==> src/rtl/uart_pkg.sv <==
`default_nettype none
// ============================================================================
// Module      : uart_pkg
// Description : Shared state encodings and parity-mode constants for the
//               configurable UART transmitter.
// Revision    : 1.0 - initial release
// ============================================================================
package uart_pkg;

    typedef enum logic [2:0] {
        ST_IDLE   = 3'd0,
        ST_START  = 3'd1,
        ST_DATA   = 3'd2,
        ST_PARITY = 3'd3,
        ST_STOP   = 3'd4
    } tx_state_t;

    localparam logic [1:0] PAR_NONE = 2'b00;
    localparam logic [1:0] PAR_EVEN = 2'b01;
    localparam logic [1:0] PAR_ODD  = 2'b10;

    // Encoding 2'b11 is treated as "no parity".
    function automatic logic parity_enabled(input logic [1:0] mode);
        return (mode == PAR_EVEN) || (mode == PAR_ODD);
    endfunction

endpackage
`default_nettype wire

==> src/rtl/uart_tx_cfg.sv <==
`default_nettype none
// ============================================================================
// Module      : uart_tx_cfg
// Description : UART transmitter with DBIT data bits (LSB first), optional
//               even/odd parity and 1 or 2 stop bits, paced by s_tick.
// Revision    : 1.0 - initial release
// ============================================================================
module uart_tx_cfg
    import uart_pkg::*;
#(
    parameter int DBIT = 8,
    parameter int OVS  = 16
) (
    input  logic            clk,
    input  logic            reset,
    input  logic            s_tick,
    input  logic            tx_valid,
    output logic            tx_ready,
    input  logic [DBIT-1:0] din,
    input  logic [1:0]      cfg_parity,
    input  logic            cfg_stop2,
    output logic            tx,
    output logic            busy,
    output logic            tx_done_tick
);

    localparam logic [4:0] C_S_LAST = 5'(OVS - 1);
    localparam logic [3:0] C_N_LAST = 4'(DBIT - 1);

    tx_state_t        r_state,   w_state_next;
    logic [4:0]       r_s_cnt,   w_s_cnt_next;
    logic [3:0]       r_n_cnt,   w_n_cnt_next;
    logic [DBIT-1:0]  r_shift,   w_shift_next;
    logic             r_par_bit, w_par_bit_next;
    logic             r_par_en,  w_par_en_next;
    logic             r_stop2,   w_stop2_next;
    logic             r_tx,      w_tx_next;
    logic             w_bit_end;
    logic             w_done;

    assign w_bit_end = s_tick && (r_s_cnt == C_S_LAST);

    always_comb begin
        w_state_next   = r_state;
        w_s_cnt_next   = r_s_cnt;
        w_n_cnt_next   = r_n_cnt;
        w_shift_next   = r_shift;
        w_par_bit_next = r_par_bit;
        w_par_en_next  = r_par_en;
        w_stop2_next   = r_stop2;
        w_done         = 1'b0;

        // The oversampling counter only runs inside a frame, so a tick that
        // coincides with the accept cycle is never counted.
        if ((r_state != ST_IDLE) && s_tick)
            w_s_cnt_next = w_bit_end ? 5'd0 : r_s_cnt + 5'd1;

        case (r_state)
            ST_IDLE: begin
                if (tx_valid) begin
                    w_state_next   = ST_START;
                    w_s_cnt_next   = 5'd0;
                    w_n_cnt_next   = 4'd0;
                    w_shift_next   = din;
                    w_par_bit_next = (cfg_parity == PAR_ODD) ? ~^din : ^din;
                    w_par_en_next  = parity_enabled(cfg_parity);
                    w_stop2_next   = cfg_stop2;
                end
            end
            ST_START: begin
                if (w_bit_end) begin
                    w_state_next = ST_DATA;
                    w_n_cnt_next = 4'd0;
                end
            end
            ST_DATA: begin
                if (w_bit_end) begin
                    w_shift_next = r_shift >> 1;
                    if (r_n_cnt == C_N_LAST) begin
                        w_n_cnt_next = 4'd0;
                        w_state_next = r_par_en ? ST_PARITY : ST_STOP;
                    end else begin
                        w_n_cnt_next = r_n_cnt + 4'd1;
                    end
                end
            end
            ST_PARITY: begin
                if (w_bit_end) begin
                    w_state_next = ST_STOP;
                    w_n_cnt_next = 4'd0;
                end
            end
            ST_STOP: begin
                // n_cnt counts completed stop bits so s_cnt can stay 5 bits wide.
                if (w_bit_end) begin
                    if (r_stop2 && (r_n_cnt == 4'd0)) begin
                        w_n_cnt_next = 4'd1;
                    end else begin
                        w_n_cnt_next = 4'd0;
                        w_done       = 1'b1;
                        w_state_next = ST_IDLE;
                    end
                end
            end
            default: begin
                w_state_next = ST_IDLE;
            end
        endcase
    end

    always_comb begin
        w_tx_next = 1'b1;
        case (w_state_next)
            ST_START:  w_tx_next = 1'b0;
            ST_DATA:   w_tx_next = w_shift_next[0];
            ST_PARITY: w_tx_next = w_par_bit_next;
            default:   w_tx_next = 1'b1;
        endcase
    end

    always_ff @(posedge clk or negedge reset) begin
        if (!reset) begin
            r_state   <= ST_IDLE;
            r_s_cnt   <= 5'd0;
            r_n_cnt   <= 4'd0;
            r_shift   <= '0;
            r_par_bit <= 1'b0;
            r_par_en  <= 1'b0;
            r_stop2   <= 1'b0;
            r_tx      <= 1'b1;
        end else begin
            r_state   <= w_state_next;
            r_s_cnt   <= w_s_cnt_next;
            r_n_cnt   <= w_n_cnt_next;
            r_shift   <= w_shift_next;
            r_par_bit <= w_par_bit_next;
            r_par_en  <= w_par_en_next;
            r_stop2   <= w_stop2_next;
            r_tx      <= w_tx_next;
        end
    end

    assign tx           = r_tx;
    assign tx_ready     = (r_state == ST_IDLE);
    assign busy         = (r_state != ST_IDLE);
    assign tx_done_tick = w_done;

endmodule
`default_nettype wire
==> config.mk <==
export PLATFORM = sky130hd
export DESIGN_NAME = uart_tx_cfg
export DESIGN_NICKNAME = d
export VERILOG_FILES = /design/src/rtl/uart_pkg.sv /design/src/rtl/uart_tx_cfg.sv
export SDC_FILE = /design/constraint.sdc
export NUM_CORES = 1
export LEC_CHECK = 0
export CAP_MARGIN = 10
export CORE_UTILIZATION = 48
export DETAILED_ROUTE_END_ITERATION = 8
export HOLD_SLACK_MARGIN = 0.06
export PLACE_DENSITY_LB_ADDON = 0.25
export SYNTH_ARGS = -nofsm -noshare
export SYNTH_HDL_FRONTEND = slang
export SYNTH_SLANG_ARGS = --single-unit
==> constraint.sdc <==
create_clock -name clk -period 1.85 [get_ports clk]
set_input_delay 0.185 -clock clk [delete_from_list [all_inputs] [get_ports clk]]
set_output_delay 0.185 -clock clk [all_outputs]
set_load 0.005 [all_outputs]
==> impl_results.md, run 1 <==
- Crit end category: primary output
- Number of global-route vias before repair: 1138
- Post-synthesis cell type count: 40
- Post-DP HPWL: 2260 um
- Final hold slack: 214 ps
- Period utilization: 98.0%
- Design area: 1810 um2
- Post-route DRC: 0
- Status: finished clean
- First-pass GRT wire length: 4650 um
- CP Data Arrival Time: 1630 ps
- Fill cell count: 184
- Slew @ Worst Pin: 351 ps
- Inst Count DP: 204
- Die Wd: 54.5 um
- Yosys top cell by area: dfrtp_1
- Die Span Y: 54.5 um
- Post-synth EDFFs: 0
- Synth top area share: 43.4%
- Final min period: 1810 ps
- Leak: 0.790 nW
- Critical Path Fanout Max: 3
- Internal Pwr Total: 1.33 mW
- Comb power frac: 40.5%
- WL final: 3070 um
- Buf+Inv Stages, Crit Path: 1
- Layout cell share with drive strength beyond 1: 26.1%
- CP Class: flip-flop to primary output
- Initial Util: 52.1%
- Post-DRT Antenna Nets: 0
- Initial antenna violation count: 0
- Slowest CP cell: dfrtp_1
- Fraction of registers with async set/reset: 100%
- Synth Register Bits: 24
- Fin Setup TNS: 0 ps
- Routed wire per std cell: 14.3 um
- Total die area: 2970 um2
- Clock sinks: 24
- Fmax: 552 MHz
- Slew Limit Fails: 0
- Initial drt markers: 49
- Post-Synthesis Cells: 141
- Reg clk slew, reported paths: 130 ps
- Top cells by area, synth: dfrtp_1 (43%), nand2_1 (7.4%), o21ai_0 (5.3%), xnor2_1 (4.6%), a22oi_1 (4.5%)
- Hold Buf Count CTS: 0
- Clock Skew: 3.34 ps
- Sequential share of power: 40.6%
- Met3 GRT Util: 6.11%
- Endpoints failing hold: 0
- Startpoint type of the worst setup path: flip-flop
- Post-Syn Area: 1330 um2
- CP max stage delay: 390 ps
- Fin nets: 204
- Net Sw Power: 684 uW
- Power Total: 2.01 mW
- Worst-skew pair later-pin latency: 320 ps
- Worst EP required: 1660 ps
- Number of port buffers: 18
- Crit-path cells: ha_2 > nand3_2 > nor3_2 > and2_1 > nor3b_2 > buf_2
- Pwr dens: 1110 nW/um2
- Via count: 1218
- Via density: 5.69
- N_diodes: 0
- GRT met2 Usage: 41.1%
- Num rows: 18
- Normalized max-slew margin: 76.5%
- Mapped Nets: 160
- Clk root buf: clkbuf_4
- Avg Cell Area, Syn: 9.40 um2
- Sequential fraction of the synthesis area: 45.4%
- Count leader, synth: nand2_1
- Grt peak-use layer: met2
- GRT overflow: 0
- Clock Path Buffers: 2
- DP Area: 1660 um2
- RSZ-0062 raised after global routing: true
- Largest net degree at the start of global routing: 25
- Setup violations, final: 0
- Top post-synthesis cells by count: nand2_1 (26), dfrtp_1 (23), o21ai_0 (14)
- Top-Level Pins: 19
- Met1 Use GR: 24.1%
- Main synth FF type: dfrtp_1
- CTS H-tree depth: 1
- Class of the worst hold path: input pin to asynchronous set/reset pin
- Max IR drop VDD: 1.01 mV
- Final non-filler cell total: 214
- Max Cap Violations: 0
- Core area: 2540 um2
- Drt first pass iters: 4
- Critical path's top delay family: simple AND/OR/NAND/NOR gates
- Ys Warns: 0
- Gr usage total: 22.3%
- GPL Wtd Cong: 0.892
- Number of CTS-inserted buffers: 3
- Clock share of power: 18.9%
- Fin util: 70.9%
- Final worst setup slack: 37.8 ps
- Pre-CTS setup slack: -197 ps
- Net Sw Frac: 34.0%
- Layout area overhead: 36.3%
- TritonCTS clock tree: built
==> worst paths after layout <==
path	startpoint	to	slack, ps	depth (start not counted)
worst max-delay path	r_s_cnt[1]$_DFF_PN0_	tx_done_tick	40	6
worst min-delay path	reset	r_n_cnt[0]$_DFFE_PN0P_	210	2
worst max register to register	r_state[2]$_DFF_PN0_	tx$_DFF_PN1_	40	5
worst min register to register	r_shift[5]$_DFFE_PN0P_	r_shift[5]$_DFFE_PN0P_	490	2
max in group asynchronous	reset	tx$_DFF_PN1_	1350	2
min in group clk	cfg_stop2	r_stop2$_DFFE_PN0P_	390	3
==> per-layer routing <==
| layer | wire length (um) | up-vias | share of wire, % |
|---|---|---|---|
| li1 | - | 589 | - |
| met1 | 1300 | 575 | 42 |
| met2 | 1540 | 46 | 50 |
| met3 | 155 | 8 | 5.1 |
| met4 | 70 | 0 | 2.3 |
| met5 | 0 | - | 0 |
==> cell usage in the layout (no fill, tap or decap), types with 2 or more instances in the layout <==
master           count
dlygate4sd2_1        2
xnor2_1              7
a21oi_1              3
nand3b_1             3
ha_1                 2
dfrtp_1             22
nand3_1              3
nand2_1             25
and2_1               2
ha_2                 2
a22oi_1              7
buf_4               25
nor2_1               5
clkdlybuf4s50_1     15
o21ai_0             13
clkbuf_4             3
inv_1                6
o31ai_1              2
nand2b_1             2
==> flip-flops by register name, indices dropped and copies added (netlist names) <==
signal and flops:
r_shift 8, r_s_cnt 5, r_n_cnt 4, r_state 3
r_par_bit 1, r_par_en 1, r_stop2 1, tx 1
==> layout make-up <==
type | count | area [um2] | area share, %
Clock buffer | 3 | 22.5 | 1.25
Clock inverter | 1 | 30.0 | 1.66
Inverter | 7 | 26.3 | 1.46
Multi-Input combinational cell | 106 | 726 | 40.2
Sequential cell | 24 | 603 | 33.4
Tap cell | 30 | 37.5 | 2.08
Timing Repair Buffer | 43 | 360 | 20.0
==> power by group through the flow <==
stage | clock (mW) | combinational [mW] | sequential [mW]
6_report | 0.380 | 0.813 | 0.815
5_1_grt | 0.400 | 0.906 | 0.835
2_1_floorplan | 0 | 0.449 | 0.804
3_3_place_gp | 0 | 0.724 | 0.822
3_5_place_dp | 0 | 0.760 | 0.828
4_1_cts | 0.384 | 0.786 | 0.811
==> logic make-up (layout without fill, tap and decap cells) <==
| logic type | count (synthesis) | after routing | synth area share (%) |
|---|---|---|---|
| AO/OA/AOI/OAI | 38 | 38 | 19.1 |
| flip-flops | 24 | 24 | 45.4 |
| XOR/XNOR | 8 | 8 | 5.29 |
| AND/OR/NAND/NOR | 56 | 56 | 22.5 |
| buffers and inverters | 11 | 54 | 3.97 |
| adder cells (fa/ha/maj) | 4 | 4 | 3.78 |
==> timing repair <==
item | 4_1_cts | 5_1_grt
setup endpoints to repair | 3 | 11
pin swaps | 0 | 5
buffers inserted | 3 | 3
resized for setup | 6 | 14
cloned | 0 | 0
==> worst register-to-register path, stage by stage (launching register included) <==
cell and delay (ps):
dfrtp_1 410, buf_4 140, or3b_4 410, nor4_4 290, o21ai_2 100, o41a_1 410
No activity file was read; power rests on OpenSTA's default activity.
==> run 2: changes to the inputs <==
==> constraint.sdc (replaced) <==
create_clock -name clk -period 1.85 [get_ports clk]
set_input_delay 0.2775 -clock clk [delete_from_list [all_inputs] [get_ports clk]]
set_output_delay 0.2775 -clock clk [all_outputs]
set_load 0.005 [all_outputs]
==> impl_results.md, run 2 (synthesis results as in run 1) <==
- Status: finished, violations left
- Failing checks: negative setup slack
- Leak: 0.841 nW (+6.5%)
- Final worst setup slack: -94.0 ps (-132 ps)
- GPL Wtd Cong: 0.866 (-3.0%)
- Storage element area: 602 um2 (-0.21%)
- Design area: 1910 um2 (+5.5%)
- Initial drt markers: 25 (-49%)
- Area of the multi-input gates: 748 um2 (+3.1%)
- First-pass GRT wire length: 5150 um (+11%)
- Num rows: 18 (unchanged)
- Critical Path Fanout Max: 2 (-1)
- Post-route DRC: 0 (unchanged)
- Reg clk slew, reported paths: 150 ps (+20 ps)
- Via count: 1277 (+4.8%)
- TritonCTS clock tree: built
- Largest reg by FF count: r_shift
- Via density: 5.73 (+0.61%)
- Top-Level Pins: 19 (unchanged)
- Pwr dens: 1100 nW/um2 (-0.79%)
- Post-DP HPWL: 2430 um (+7.5%)
- Core area: 2540 um2 (unchanged)
- Total die area: 2970 um2 (unchanged)
- Final hold slack: 288 ps (+74.3 ps)
- CP max stage delay: 400 ps (about the same)
- Top flop regs: r_shift: 8 flops, r_s_cnt: 5 flops, r_n_cnt: 4 flops
- Worst-skew pair later-pin latency: 330 ps (about the same)
- Most common cell after layout, fill and taps aside: buf_4
- Post-DRT Antenna Nets: 0 (unchanged)
- Number of port buffers: 18 (unchanged)
- Final non-filler cell total: 223 (+4.2%)
- Setup violations, final: 2 (+2)
- N_diodes: 0 (unchanged)
- Fin util: 74.9% (+3.9 points)
- Final min period: 1940 ps (+132 ps)
- Clk root buf: clkbuf_4
- Initial Util: 52.1% (unchanged)
- Max reg flops: 8 (unchanged)
- Net Sw Frac: 35.2% (+1.2 points)
- Fill cell count: 173 (-6.0%)
- Slew @ Worst Pin: 329 ps (-22.0 ps)
- Clock share of power: 18.5% (-0.4 points)
- Worst EP required: 1570 ps (-90 ps)
- Initial antenna violation count: 0 (unchanged)
- Clock sinks: 24 (unchanged)
- CP Class: flip-flop to primary output
- Fin nets: 213 (+4.4%)
- Die Span Y: 54.5 um (unchanged)
- Inst Count DP: 212 (+3.9%)
- Die Wd: 54.5 um (unchanged)
- Routed wire per std cell: 15.7 um (+9.6%)
- Class of the worst hold path: input pin to asynchronous set/reset pin
- Period utilization: 105% (+7.1 points)
- Layout cell share with drive strength beyond 1: 29.0% (+2.9 points)
- Power Total: 2.10 mW (+4.7%)
- Max Cap Violations: 0 (unchanged)
- CTS H-tree depth: 1 (unchanged)
- Net Sw Power: 741 uW (+8.3%)
- Number of global-route vias before repair: 1195 (+5.0%)
- Internal Pwr Total: 1.36 mW (+2.8%)
- CP Data Arrival Time: 1670 ps (+40 ps)
- Drt first pass iters: 4 (unchanged)
- Slowest CP cell: dfrtp_1
- Number of CTS-inserted buffers: 3 (unchanged)
- Sequential share of power: 39.1% (-1.5 points)
- Largest net degree at the start of global routing: 25 (unchanged)
- Clock Skew: 11.3 ps (+7.91 ps)
- GRT overflow: 0 (unchanged)
- Endpoints failing hold: 0 (unchanged)
- Crit-path cells: ha_2 > nand3_4 > nor3_4 > and2_4 > nor3b_2 > buf_2
- Fmax: 514 MHz (-6.8%)
- Startpoint type of the worst setup path: flip-flop
- Max IR drop VDD: 0.817 mV (-19%)
- Gr usage total: 25.4% (+3.1 points)
- Most frequent cells in the layout: buf_4 (32), nand2_1 (25), dfrtp_1 (23)
- Crit end category: primary output
- DP Area: 1720 um2 (+3.6%)
- Normalized max-slew margin: 77.8% (+1.3 points)
- Comb power frac: 42.4% (+1.9 points)
- Clock Path Buffers: 2 (unchanged)
- WL final: 3500 um (+14%)
- Slew Limit Fails: 0 (unchanged)
- RSZ-0062 raised after global routing: true
- Layout area overhead: 43.8%
-- run 2: cell types whose count changed in the layout (fill, tap and decap cells not counted), sizes merged --
cell / before / now
dlygate4sd2: 2 / 1
buf: 26 / 35
clkdlybuf4s15: 0 / 1
-- run 2: power by group through the flow --
| stage | combinational, mW | clock, mW | sequential, mW |
|---|---|---|---|
| global route | 0.971 | 0.422 | 0.838 |
| global placement | 0.762 | 0 | 0.813 |
| finish | 0.892 | 0.389 | 0.822 |
| detailed placement | 0.792 | 0 | 0.821 |
| CTS | 0.846 | 0.395 | 0.811 |
| floorplan | 0.449 | 0 | 0.804 |
-- run 2: what timing repair did --
item                       CTS  global route
gates cloned                 0             0
resized for setup           16            11
setup buffers                4             3
hold buffers                 0             0
setup endpoints to repair    4            10
pin swaps                    4             7
-- run 2: worst paths after layout --
| path | start | endpoint | slack, ps | depth (start not counted) |
|---|---|---|---|---|
| hold / removal | reset | r_n_cnt[0]$_DFFE_PN0P_ | 290 | 2 |
| hold reg to reg | r_shift[6]$_DFFE_PN0P_ | r_shift[6]$_DFFE_PN0P_ | 500 | 2 |
| setup / recovery | r_s_cnt[1]$_DFF_PN0_ | tx_done_tick | -90 | 6 |
| setup reg to reg | r_s_cnt[1]$_DFF_PN0_ | tx$_DFF_PN1_ | 0 | 7 |
| max in group asynchronous | reset | tx$_DFF_PN1_ | 1260 | 2 |
| min in group clk | cfg_stop2 | r_stop2$_DFFE_PN0P_ | 480 | 3 |
-- run 2: per-stage QoR --
step                TNS (ps)  setup slack (ps)
CTS                    -70.6             -70.6
finish                 -95.5             -94.0
global placement        -367              -300
global route            -258              -161
floorplan                  0              1.98
detailed placement      -822              -383
-- run 2: critical path: cells and delay by family (launching register included) --
| family | cells | cell delay [ps] |
|---|---|---|
| buffers and inverters | 1 | 140 |
| and+or+nand+nor | 4 | 580 |
| adders and majority gates | 1 | 220 |
| DFF | 1 | 400 |
-- run 2: per-layer routing --
layer  share of wire, %  track usage, %  wire length (um)
met4                3.0            11.1               105
met5                  0               0                 0
met1                 40            28.5              1400
met2                 54            47.4              1880
met3                3.4            3.33               120
-- run 2: layout make-up --
| class | count | area share, % |
|---|---|---|
| clock buffers | 3 | 1.18 |
| clock inverters | 1 | 1.58 |
| inverters | 7 | 1.51 |
| multi-input cells | 106 | 39.3 |
| flip-flops and latches | 24 | 31.6 |
| well taps | 30 | 1.97 |
| repair buffers | 52 | 22.9 |
==> run 3: changes to the inputs <==
--- a/config.mk
+++ b/config.mk
@@ -6,7 +6,8 @@
 export NUM_CORES = 1
 export LEC_CHECK = 0
 export CAP_MARGIN = 10
-export CORE_UTILIZATION = 48
+export CORE_UTILIZATION = 57
+export CTS_CLUSTER_DIAMETER = 80
 export DETAILED_ROUTE_END_ITERATION = 8
 export HOLD_SLACK_MARGIN = 0.06
 export PLACE_DENSITY_LB_ADDON = 0.25
==> constraint.sdc (replaced) <==
create_clock -name clk -period 2.5 [get_ports clk]
set_input_delay 0.375 -clock clk [delete_from_list [all_inputs] [get_ports clk]]
set_output_delay 0.375 -clock clk [all_outputs]
set_load 0.005 [all_outputs]
==> impl_results.md, run 3 (synthesis results as in run 1) <==
- RSZ-0062 raised after global routing: false
- Via density: 5.69 (-0.60%)
- Routed wire per std cell: 13.8 um (-12%)
- WL final: 2690 um (-23%)
- Critical path's top delay family: buffers and inverters
- Layout cell share with drive strength beyond 1: 10.8% (-18 points)
- Reg clk slew, reported paths: 130 ps (-20 ps)
- Initial antenna violation count: 0 (unchanged)
- Die Wd: 50.2 um (-7.9%)
- N_diodes: 0 (unchanged)
- CTS H-tree depth: 1 (unchanged)
- Pre-CTS setup slack: 98.5 ps (+482 ps)
- Pwr dens: 775 nW/um2 (-30%)
- Setup violations, final: 0 (-2)
- Core area: 2190 um2 (-14%)
- Worst-skew pair later-pin latency: 310 ps (-20 ps)
- GPL Wtd Cong: 0.843 (-2.7%)
- Most frequent cells in the layout: nand2_1 (26), dfrtp_1 (23), clkdlybuf4s50_1 (17)
- Final worst setup slack: 139 ps (+233 ps)
- Number of port buffers: 18 (unchanged)
- Post-route DRC: 0 (unchanged)
- Max Cap Violations: 0 (unchanged)
- Endpoints failing hold: 0 (unchanged)
- Fin Setup TNS: 0 ps (+95.5 ps)
- CP Data Arrival Time: 1990 ps (+320 ps)
- Cell count along the critical path: 3 (-3)
- Period utilization: 94.4%
- CP Class: flip-flop to primary output
- Clock Skew: 6.91 ps (-4.34 ps)
- Crit end category: primary output
- Via count: 1110 (-13%)
- Clock Path Buffers: 2 (unchanged)
- Crit-path cells: or3_1 > inv_2 > clkdlybuf4s50_1
- Worst EP required: 2120 ps (+550 ps)
- Die Span Y: 50.2 um (-7.9%)
- GRT overflow: 0 (unchanged)
- Number of CTS-inserted buffers: 3 (unchanged)
- Storage element area: 602 um2 (unchanged)
- Clk root buf: clkbuf_4
- Clock sinks: 24 (unchanged)
- Hold Buf Count CTS: 0 (unchanged)
- Post-DP HPWL: 2030 um (-17%)
- Initial drt markers: 19 (-24%)
- Slew @ Worst Pin: 673 ps (+344 ps)
- Fin util: 73.7% (-1.1 points)
- Critical Path Fanout Max: 10 (+8)
- Normalized max-slew margin: 55.0% (-23 points)
- Final min period: 2360 ps
- Area of the multi-input gates: 683 um2 (-8.7%)
- Slew Limit Fails: 0 (unchanged)
- Max reg flops: 8 (unchanged)
- Startpoint type of the worst setup path: flip-flop
- Slowest CP cell: or3_1
- Top flop regs: r_shift: 8 flops, r_s_cnt: 5 flops, r_n_cnt: 4 flops
- Largest reg by FF count: r_shift
- Post-DRT Antenna Nets: 0 (unchanged)
- Num rows: 17 (-1)
- Worst Reg-to-Reg Cells: 7 (unchanged)
- Fin nets: 187 (-12%)
- Total die area: 2520 um2 (-15%)
- Max IR drop VDD: 0.742 mV (-9.3%)
- Largest net degree at the start of global routing: 16 (-36%)
- Top-Level Pins: 19 (unchanged)
- Fmax: 424 MHz
- First-pass GRT wire length: 4560 um (-12%)
- Gr usage total: 24.0% (-1.4 points)
- Number of global-route vias before repair: 1095 (-8.4%)
- Class of the worst hold path: input pin to asynchronous set/reset pin
- Fill cell count: 160 (-7.5%)
- Drt first pass iters: 4 (unchanged)
- Initial Util: 60.5% (+8.4 points)
- Most common cell after layout, fill and taps aside: nand2_1
- Buf+Inv Stages, Crit Path: 2 (+1)
- TritonCTS clock tree: built
- Layout area overhead: 21.9%
- Final hold slack: 461 ps (+173 ps)
- Status: finished clean
- Leak: 0.703 nW (-16%)
- CP max stage delay: 510 ps (+110 ps)
==> run 3: power breakdown <==
group / switching (mW) / internal, mW / total (mW)
Sequential: 0.0991 / 0.526 / 0.625
Clock: 0.108 / 0.0622 / 0.171
Combinational: 0.245 / 0.212 / 0.457
Total: 0.452 / 0.800 / 1.25
==> run 3: repair_timing <==
action                                  CTS  global route
pin swaps                                 0             1
gates resized for setup                   1             3
endpoints found under the setup margin    1             1
buffers inserted                          0             1
gates cloned                              0             0
==> run 3: cell type report <==
| cell class | count | share of cell area, % |
|---|---|---|
| Timing Repair Buffer | 26 | 15.0 |
| Sequential cell | 24 | 37.3 |
| Clock buffer | 4 | 1.63 |
| Inverter | 7 | 1.63 |
| Multi-Input combinational cell | 106 | 42.3 |
| Tap cell | 28 | 2.17 |
==> run 3: stage by stage <==
step	total power, mW	cells	instance area, um2
final	1.25	195	1620
after global routing	1.34	195	1620
after CTS	1.25	194	1600
after detailed placement	1.08	190	1570
after global placement	1.06	190	1570
after floorplan	0.923	141	1330
==> run 3: layer usage <==
metal | vias to the layer above | share of wire, % | routed length, um | GRT usage (%)
li1 | 559 | - | - | -
met1 | 528 | 46 | 1240 | 29.7
met2 | 21 | 50 | 1350 | 42.0
met3 | 2 | 3.1 | 83 | 3.64
met4 | 0 | 0.63 | 17 | 8.57
met5 | - | 0 | 0 | 0
==> run 3: path summary, 6_finish.rpt <==
check / start / end / slack [ps]
hold / removal: reset / r_n_cnt[0]$_DFFE_PN0P_ / 460
min in group clk: r_shift[5]$_DFFE_PN0P_ / r_shift[5]$_DFFE_PN0P_ / 500
max in group asynchronous: reset / r_s_cnt[4]$_DFF_PN0_ / 1440
setup reg to reg: r_state[0]$_DFF_PN0_ / tx$_DFF_PN1_ / 400
setup / recovery: r_state[0]$_DFF_PN0_ / tx_ready / 140
hold reg to reg: r_shift[5]$_DFFE_PN0P_ / r_shift[5]$_DFFE_PN0P_ / 500
